$ cat src/rtl/float_adder_arbiter.sv
// Round-robin arbiter sharing one float adder among NUM_REQ requesters.
// Optional FLOAT_ARB_STATS_EN adds per-requester saturating grant counters.
module float_adder_arbiter #(
    parameter int NUM_REQ = 2
) (
    input  logic                   clk,
    input  logic                   rst,
    input  logic [NUM_REQ*32-1:0]  req_a,
    input  logic [NUM_REQ*32-1:0]  req_b,
    input  logic [NUM_REQ-1:0]     req_stb,
    output logic [NUM_REQ-1:0]     req_ack,
    output logic [31:0]            rsp_z,
    output logic [NUM_REQ-1:0]     rsp_stb,
    input  logic [NUM_REQ-1:0]     rsp_ack,
    output logic [31:0]            add_a,
    output logic [31:0]            add_b,
    output logic                   add_a_stb,
    output logic                   add_b_stb,
    input  logic                   add_a_ack,
    input  logic                   add_b_ack,
    input  logic [31:0]            add_z,
    input  logic                   add_z_stb,
    output logic                   add_z_ack,
`ifdef FLOAT_ARB_STATS_EN
    output logic [NUM_REQ*16-1:0]  grant_cnt,
`endif
    output logic                   busy
);

    localparam int GW = $clog2(NUM_REQ);
    localparam logic [NUM_REQ-1:0] ONE = 1;
    localparam logic [GW:0] NREQ = (GW+1)'(NUM_REQ);

    typedef enum logic [1:0] {IDLE, SEND, WAIT_Z, RESP} state_t;

    state_t         state;
    state_t         state_nxt;
    logic [GW-1:0]  grant;
    logic [GW-1:0]  last_grant;
    logic [GW-1:0]  pick;
    logic           pick_vld;
    logic [GW:0]    idx;
    logic           a_done;
    logic           b_done;
    logic           a_hit;
    logic           b_hit;

    assign a_hit = add_a_stb && add_a_ack;
    assign b_hit = add_b_stb && add_b_ack;

    // First pending requester at or after last_grant+1, wrapping
    always_comb begin
        pick     = last_grant;
        pick_vld = 1'b0;
        idx      = '0;
        for (int i = NUM_REQ; i >= 1; i--) begin
            idx = {1'b0, last_grant} + (GW+1)'(i);
            if (idx >= NREQ) idx = idx - NREQ;
            if (req_stb[idx[GW-1:0]]) begin
                pick     = idx[GW-1:0];
                pick_vld = 1'b1;
            end
        end
    end

    // State register
    always_ff @(posedge clk or negedge rst) begin
        if (!rst) state <= IDLE;
        else      state <= state_nxt;
    end

    // Next-state decode
    always_comb begin
        state_nxt = state;
        unique case (state)
            IDLE:    if (pick_vld) state_nxt = SEND;
            SEND:    if ((a_done || a_hit) && (b_done || b_hit))
                         state_nxt = WAIT_Z;
            WAIT_Z:  if (add_z_stb) state_nxt = RESP;
            RESP:    if (rsp_ack[grant]) state_nxt = IDLE;
            default: state_nxt = IDLE;
        endcase
    end

    // Operand capture, adder handshakes and result capture
    always_ff @(posedge clk or negedge rst) begin
        if (!rst) begin
            grant      <= GW'(NUM_REQ-1);
            last_grant <= GW'(NUM_REQ-1);
            req_ack    <= '0;
            add_a      <= '0;
            add_b      <= '0;
            add_a_stb  <= 1'b0;
            add_b_stb  <= 1'b0;
            a_done     <= 1'b0;
            b_done     <= 1'b0;
            add_z_ack  <= 1'b0;
            rsp_z      <= '0;
        end else begin
            req_ack   <= '0;
            add_z_ack <= 1'b0;
            if (state == IDLE && pick_vld) begin
                grant     <= pick;
                add_a     <= req_a[32*pick +: 32];
                add_b     <= req_b[32*pick +: 32];
                req_ack   <= ONE << pick;
                add_a_stb <= 1'b1;
                add_b_stb <= 1'b1;
                a_done    <= 1'b0;
                b_done    <= 1'b0;
            end
            if (state == SEND) begin
                if (a_hit) begin
                    add_a_stb <= 1'b0;
                    a_done    <= 1'b1;
                end
                if (b_hit) begin
                    add_b_stb <= 1'b0;
                    b_done    <= 1'b1;
                end
            end
            if (state == WAIT_Z && add_z_stb) begin
                rsp_z     <= add_z;
                add_z_ack <= 1'b1;
            end
            if (state == RESP && rsp_ack[grant])
                last_grant <= grant;
        end
    end

    assign rsp_stb = (state == RESP) ? (ONE << grant) : '0;
    assign busy    = (state != IDLE);

`ifdef FLOAT_ARB_STATS_EN
    logic [15:0] cnt [NUM_REQ];

    // Saturating count of grants per requester
    always_ff @(posedge clk or negedge rst) begin
        if (!rst) begin
            for (int i = 0; i < NUM_REQ; i++) cnt[i] <= '0;
        end else begin
            for (int i = 0; i < NUM_REQ; i++)
                if (req_ack[i] && cnt[i] != 16'hFFFF)
                    cnt[i] <= cnt[i] + 16'd1;
        end
    end

    // Flatten counters onto the output bus
    always_comb begin
        grant_cnt = '0;
        for (int i = 0; i < NUM_REQ; i++)
            grant_cnt[16*i +: 16] = cnt[i];
    end
`endif

endmodule

$ cat config.mk
export PLATFORM = sky130hd
export DESIGN_NAME = float_adder_arbiter
export DESIGN_NICKNAME = d
export VERILOG_FILES = /design/src/rtl/float_adder_arbiter.sv
export SDC_FILE = /design/constraint.sdc
export NUM_CORES = 1
export LEC_CHECK = 0
export BUFFER_PORTS_ARGS = -buffer_cell sky130_fd_sc_hd__buf_2
export CAP_MARGIN = 30
export CORE_ASPECT_RATIO = 0.6
export CORE_MARGIN = 2
export CORE_UTILIZATION = 40
export CTS_BUF_LIST = sky130_fd_sc_hd__clkbuf_8
export CTS_CLUSTER_SIZE = 25
export DETAILED_ROUTE_END_ITERATION = 12
export PLACE_DENSITY_LB_ADDON = 0.2
export REMOVE_ABC_BUFFERS = 1
export SYNTH_ARGS = -nofsm -noshare
export SYNTH_HDL_FRONTEND = slang
export SYNTH_SLANG_ARGS = --single-unit
$ cat constraint.sdc
create_clock -name clk -period 1.6 [get_ports clk]
set_input_delay 0.32 -clock clk [delete_from_list [all_inputs] [get_ports clk]]
set_output_delay 0.32 -clock clk [all_outputs]
set_load 0.005 [all_outputs]
==> reports/metrics.yaml, run 1 <==
logic_synthesis:
  synth_seq_area_share: 0.624
  syn_area_per_cell_um2: 12.8
  synth_top_family_by_area: "compound AO/OA/AOI/OAI gates"
  synthMuxAreaShare: 0.0921
  ys_seq_elements: 107
  synthSimpleGateAreaFrac: 0.0192
  syn_area_um2: 4290
  synth_cells: 334
  synth_cell_types: 19
  synthAdderAreaFrac: 0.0117
  synth-compound-area-share: 0.164
  yosysWarnings: 0
  yosys.area_share.xor_xnor: 0
cts:
  cts.clk_slew.worst_paths_ns: 0.10
  htree_levels: 3
  cts_made_buffers: 9
  clk_path_buf_depth: 2
  cts_tree: "yes"
  clk_latency_ns: 0.36
  cts_root_buf: "clkbuf_8"
  cts_sinks: 107
grt:
  grt_antenna_before_repair: 2
  grt_overflow_total: 0
  grt_max_degree: 43
  grt_pass1_vias: 4031
  track_usage: 0.216
  grt_pass1_wl_mm: 19.6
floorplan:
  die_w_um: 138
  rows: 29
  die-area_um2: 11600
  die_h_um: 84.2
  floorplan.initialDensity: 0.408
  io_pins: 273
  core_area_um2: 10500
worst_hold_path:
  min-delay-start: "req_b[38]"
  min_path_cells: 3
  min_path_type: "input pin to flop"
  min_to: "add_b[6]"
run:
  cap_viol_max_count: 0
critical_path:
  crit_path_start_kind: "flop"
  cp_num_buf_inv: 2
  crit_required_ns: 1.84
  reg2reg_to: "state[1]"
  ff2ff_path_depth: 6
  path_delay_family: "flip-flops"
  cp-end-kind: "flop"
  max_stage_delay_ns: 0.42
  r2r_start: "state[1]"
  path_max_fanout: 3
  slowest_stage: "dfrtp_1"
  path_class: "flop to flop"
  cp_cell_sequence: "inv_1 > ha_4 > buf_4 > a222oi_1 > nand2_1 > mux2_4"
  worstPathArrival_ns: 2.00
  r2r_slack_ns: -0.16
sta:
  final.period_utilization: 1.10
  rsz0062_at_grt: "yes"
  tightest_slew_ns: 0.321
  finalSetupViolations: 57
  fmax_mhz: 568
  setup_ws_ns: -0.160
  slew_violations: 0
  skew_ns: 0.0115
  hold_viol_final: 0
  relSlewSlack: 0.786
  fin_crit_ns: 1.76
placed_design:
  numPortBuffers: 272
  placed_area_um2: 5950
  place_ws_ns: -0.0494
  dp_hpwl_mm: 9.56
  dp_cells: 735
  finalWeightedCongestion: 0.816
run_status:
  violations: "setup timing"
  status: "finished with violations"
detailed_routing:
  vias: 4023
  route.detailed.drc: 0
  drt_iter0_drc: 436
  firstDrtPassIters: 9
  wirelength_mm: 13.3
  wire_per_inst_um: 17.4
  viasPerCell: 5.27
  antenna_left: 0
cells_and_area:
  fin_area_um2: 6440
  fillers: 887
  multi_input_area_um2: 1300
  drive_gt1_frac: 0.571
  final_cells: 764
  final-seq-area_um2: 2680
  final_nets: 793
  area_growth_pct: 50.1
  diodes: 0
pwr:
  p_int_uw: 7830
  p_per_area_nw_per_um2: 1830
  switchingPower_uw: 3980
  peakVddDrop_uv: 854
  pwr-share-clk: 0.148
  seqPwrFrac: 0.399
  power.leakage_uw: 0.00361
  sw_frac_of_total: 0.337
  pwr-share-comb: 0.453
  finalPower_uw: 11800
## routing by layer
| metal | global-route usage | routed length, um | part of all wire | up-vias |
|---|---|---|---|---|
| met5 | 0 | 13 | 0.00098 | - |
| met4 | 0.0575 | 209 | 0.016 | 2 |
| met3 | 0.0864 | 1530 | 0.12 | 21 |
| met2 | 0.375 | 6580 | 0.49 | 216 |
| met1 | 0.250 | 4970 | 0.37 | 1983 |
| li1 | - | - | - | 1801 |
## layout by cell type, fill, tap and decap left out, drive strengths merged
cell type      n
and2           1
mux2i          2
dfrtp        105
ha             4
clkinvlp       2
clkbuf        12
dlygate4sd3    1
a21oi          6
o21a           2
a222oi        65
bufinv         2
o21ai          2
inv           73
and2b          1
buf          295
dfstp          2
nand3          2
nand2          9
nor2           6
mux2          33
## timing repair
| item | CTS | global route |
|---|---|---|
| buffers inserted | 2 | 6 |
| hold buffers | 1 | 0 |
| pin swaps | 4 | 10 |
| hold endpoints to repair | 19 | 0 |
| setup endpoints to repair | 65 | 100 |
| resized for setup | 7 | 21 |
| cloned | 0 | 5 |
## worst max path at each step
stage | cells past startpoint | start | end
after global routing | 6 | state[1] | state[1]
final | 6 | state[1] | state[1]
after global placement | 8 | state[0] | add_b[16]
after floorplan | 6 | state[0] | add_a[0]
after detailed placement | 8 | state[0] | add_b[10]
after CTS | 4 | state[0] | rsp_stb[0]
## per-stage QoR
step,hold slack (ns),TNS [ns],util
final,0.163,-1.99,0.612
after global routing,0.136,-8.70,0.612
after CTS,0.146,-0.376,0.591
after detailed placement,0.238,-1.19,0.566
after global placement,0.236,0,0.566
after floorplan,0.0244,-148.04,-
## synthesized netlist by cell type
cell type | instances | share of area
nand2_1 | 9 | 0.0079
dfrtp_1 | 105 | 0.61
dfstp_2 | 2 | 0.012
mux2_4 | 1 | 0.0035
buf_2 | 20 | 0.023
mux2_2 | 32 | 0.084
mux2i_1 | 2 | 0.0047
and2b_2 | 1 | 0.0020
o21a_1 | 2 | 0.0035
nor2_1 | 6 | 0.0052
inv_1 | 70 | 0.061
ha_1 | 4 | 0.012
clkbuf_1 | 4 | 0.0035
o21ai_1 | 1 | 0.0012
o21ai_0 | 1 | 0.0012
and2_2 | 1 | 0.0017
a21oi_1 | 6 | 0.0070
nand3_1 | 2 | 0.0023
a222oi_1 | 65 | 0.15
## cell type report
type                       count  share of cell area
timing repair buffer         299               0.281
inverter                      70              0.0408
clock inverter                 7              0.0134
multi-input combinational    133               0.202
tap                          139              0.0270
clock buffer                   9              0.0192
sequential                   107               0.416
## registers in the layout, indices dropped and copies added (netlist names), 2 cells and up
register	count
state	2
req_ack	2
rsp_z	32
add_a	32
add_b	32
## power by group through the flow
stage	sequential (uW)	combinational [uW]	clock [uW]
2_1_floorplan	4810	2330	0
3_3_place_gp	4700	4700	0
3_5_place_dp	4740	4850	0
4_1_cts	4700	4940	1810
5_1_grt	4870	5910	1920
6_report	4710	5360	1750
## logic make-up after synthesis
group / Yosys count
multiplexers: 35
buffers and inverters: 94
AO/OA/AOI/OAI: 75
AND/OR/NAND/NOR: 19
flip-flops: 107
adder cells (fa/ha/maj): 4
## worst min-delay path: cells and delay by family
kind                   cells  cell delay (ns)
buffers and inverters      2             0.12
AOI/OAI and AO/OA          1             0.05
No activity file was read; power rests on OpenSTA's default activity.
==> run 2: changes to the inputs <==
--- a/config.mk
+++ b/config.mk
@@ -14,6 +14,7 @@
 export CTS_CLUSTER_SIZE = 25
 export DETAILED_ROUTE_END_ITERATION = 12
 export PLACE_DENSITY_LB_ADDON = 0.2
+export RECOVER_POWER = 50
 export REMOVE_ABC_BUFFERS = 1
 export SYNTH_ARGS = -nofsm -noshare
 export SYNTH_HDL_FRONTEND = slang
==> reports/metrics.yaml, run 2 (same netlist as run 1, synthesis figures left out) <==
cells_and_area:
  final_cells: 764
  top_regs: "add_a (32), add_b (32), rsp_z (32)"
  diodes: 0
  final_common_cell: "buf_2"
  final-seq-area_um2: 2680
  area_growth_pct: 49.4
  drive_gt1_frac: 0.571
  fillers: 890
  final_nets: 793
  mostFrequentLayoutCells: "268 x buf_2, 105 x dfrtp_1, 71 x inv_1, 65 x a222oi_1, 32 x mux2_2"
  multi_input_area_um2: 1300
sta:
  slew_violations: 0
  fmax_mhz: 568
  relSlewSlack: 0.651
  hold_viol_final: 0
  fin_crit_ns: 1.76
  setup_ws_ns: -0.161
  finalSetupViolations: 56
  final.period_utilization: 1.10
  tightest_slew_ns: 0.524
  skew_ns: 0.0119
  rsz0062_at_grt: "yes"
floorplan:
  die_h_um: 84.2
  die_w_um: 138
  rows: 29
  die-area_um2: 11600
  floorplan.initialDensity: 0.408
  core_area_um2: 10500
  io_pins: 273
critical_path:
  path_max_fanout: 3
  slowest_stage: "dfrtp_1"
  path_delay_family: "flip-flops"
  crit_path_start_kind: "flop"
  r2r_start: "state[1]"
  cp_num_buf_inv: 2
  max_stage_delay_ns: 0.42
  cp-end-kind: "flop"
  reg2reg_to: "state[1]"
  crit_required_ns: 1.84
  r2r_slack_ns: -0.16
  ff2ff_path_depth: 6
  path_class: "flop to flop"
  worstPathArrival_ns: 2.00
  cp_cell_sequence: "inv_1 > ha_4 > buf_4 > a222oi_1 > nand2_1 > mux2_4"
pwr:
  p_per_area_nw_per_um2: 1840
  peakVddDrop_uv: 857
  finalPower_uw: 11800
  power.leakage_uw: 0.00360
cts:
  cts_tree: "yes"
  cts.clk_slew.worst_paths_ns: 0.10
  htree_levels: 3
  cts_root_buf: "clkbuf_8"
  clk_latency_ns: 0.36
  cts_made_buffers: 9
  cts_sinks: 107
  clk_path_buf_depth: 2
detailed_routing:
  antenna_left: 0
  vias: 4041
  route.detailed.drc: 0
  firstDrtPassIters: 10
  viasPerCell: 5.29
  wire_per_inst_um: 17.5
  wirelength_mm: 13.3
  drt_iter0_drc: 427
worst_hold_path:
  min_path_type: "input pin to flop"
  min_to: "add_b[6]"
  min_path_cells: 3
  min-delay-start: "req_b[38]"
grt:
  grt_antenna_before_repair: 2
  grt_overflow_total: 0
  grt_max_degree: 43
  grt_pass1_wl_mm: 19.6
  grt_pass1_vias: 4031
  track_usage: 0.216
placed_design:
  dp_cells: 735
  dp_hpwl_mm: 9.56
  numPortBuffers: 272
  finalWeightedCongestion: 0.816
run_status:
  status: "finished with violations"
  violations: "setup timing"
run:
  cap_viol_max_count: 0
run 2: worst max-delay path by stage:
stage,slack (ns),cells past startpoint,start,end
finish,-0.16,6,state[1],state[1]
global route,-0.25,6,state[1],state[1]
CTS,-0.12,4,state[0],rsp_stb[0]
detailed placement,-0.05,8,state[0],add_b[10]
global placement,0.02,8,state[0],add_b[16]
floorplan,-2.06,6,state[0],add_a[0]
run 2: metrics by stage:
| stage | setup slack [ns] | setup TNS [ns] | util | instance area, um2 | hold WS (ns) |
|---|---|---|---|---|---|
| after detailed placement | -0.0494 | -1.19 | 0.566 | 5950 | 0.238 |
| after floorplan | -2.06 | -148.04 | - | 4180 | 0.0244 |
| after global routing | -0.251 | -9.51 | 0.609 | 6410 | 0.136 |
| final | -0.161 | -1.95 | 0.609 | 6410 | 0.161 |
| after global placement | 0.0242 | 0 | 0.566 | 5950 | 0.236 |
| after CTS | -0.120 | -0.376 | 0.591 | 6210 | 0.146 |
run 2: power breakdown:
part | total, uW | switching [uW] | leakage, uW | internal (uW)
clock network | 1750 | 883 | 0.000109 | 866
registers | 4710 | 700 | 0.00131 | 4010
logic | 5350 | 2400 | 0.00218 | 2940
total | 11800 | 3990 | 0.00360 | 7820
run 2: final cells by class:
class                   count  share of cell area
well taps                 139              0.0271
multi-input cells         133               0.203
flip-flops and latches    107               0.418
clock inverters             7              0.0135
repair buffers            299               0.278
inverters                  70              0.0410
clock buffers               9              0.0193
run 2: routing by layer:
layer	GRT usage	routed length, um	up-vias
li1	-	-	1805
met1	0.250	5050	1998
met2	0.375	6600	214
met3	0.0864	1470	22
met4	0.0575	206	2
met5	0	13	-
run 2: tightest hold or removal path: cells and delay by family:
family / cells / cell delay (ns)
buffers and inverters: 2 / 0.12
AO/OA/AOI/OAI: 1 / 0.05
run 2: repair_timing:
action                                  CTS  global route
cloned                                    0             5
hold buffers                              1             0
pin swaps                                 4            10
endpoints found under the hold margin    19             0
endpoints found under the setup margin   65           100
gates resized for setup                   7            21
setup buffers                             2             6
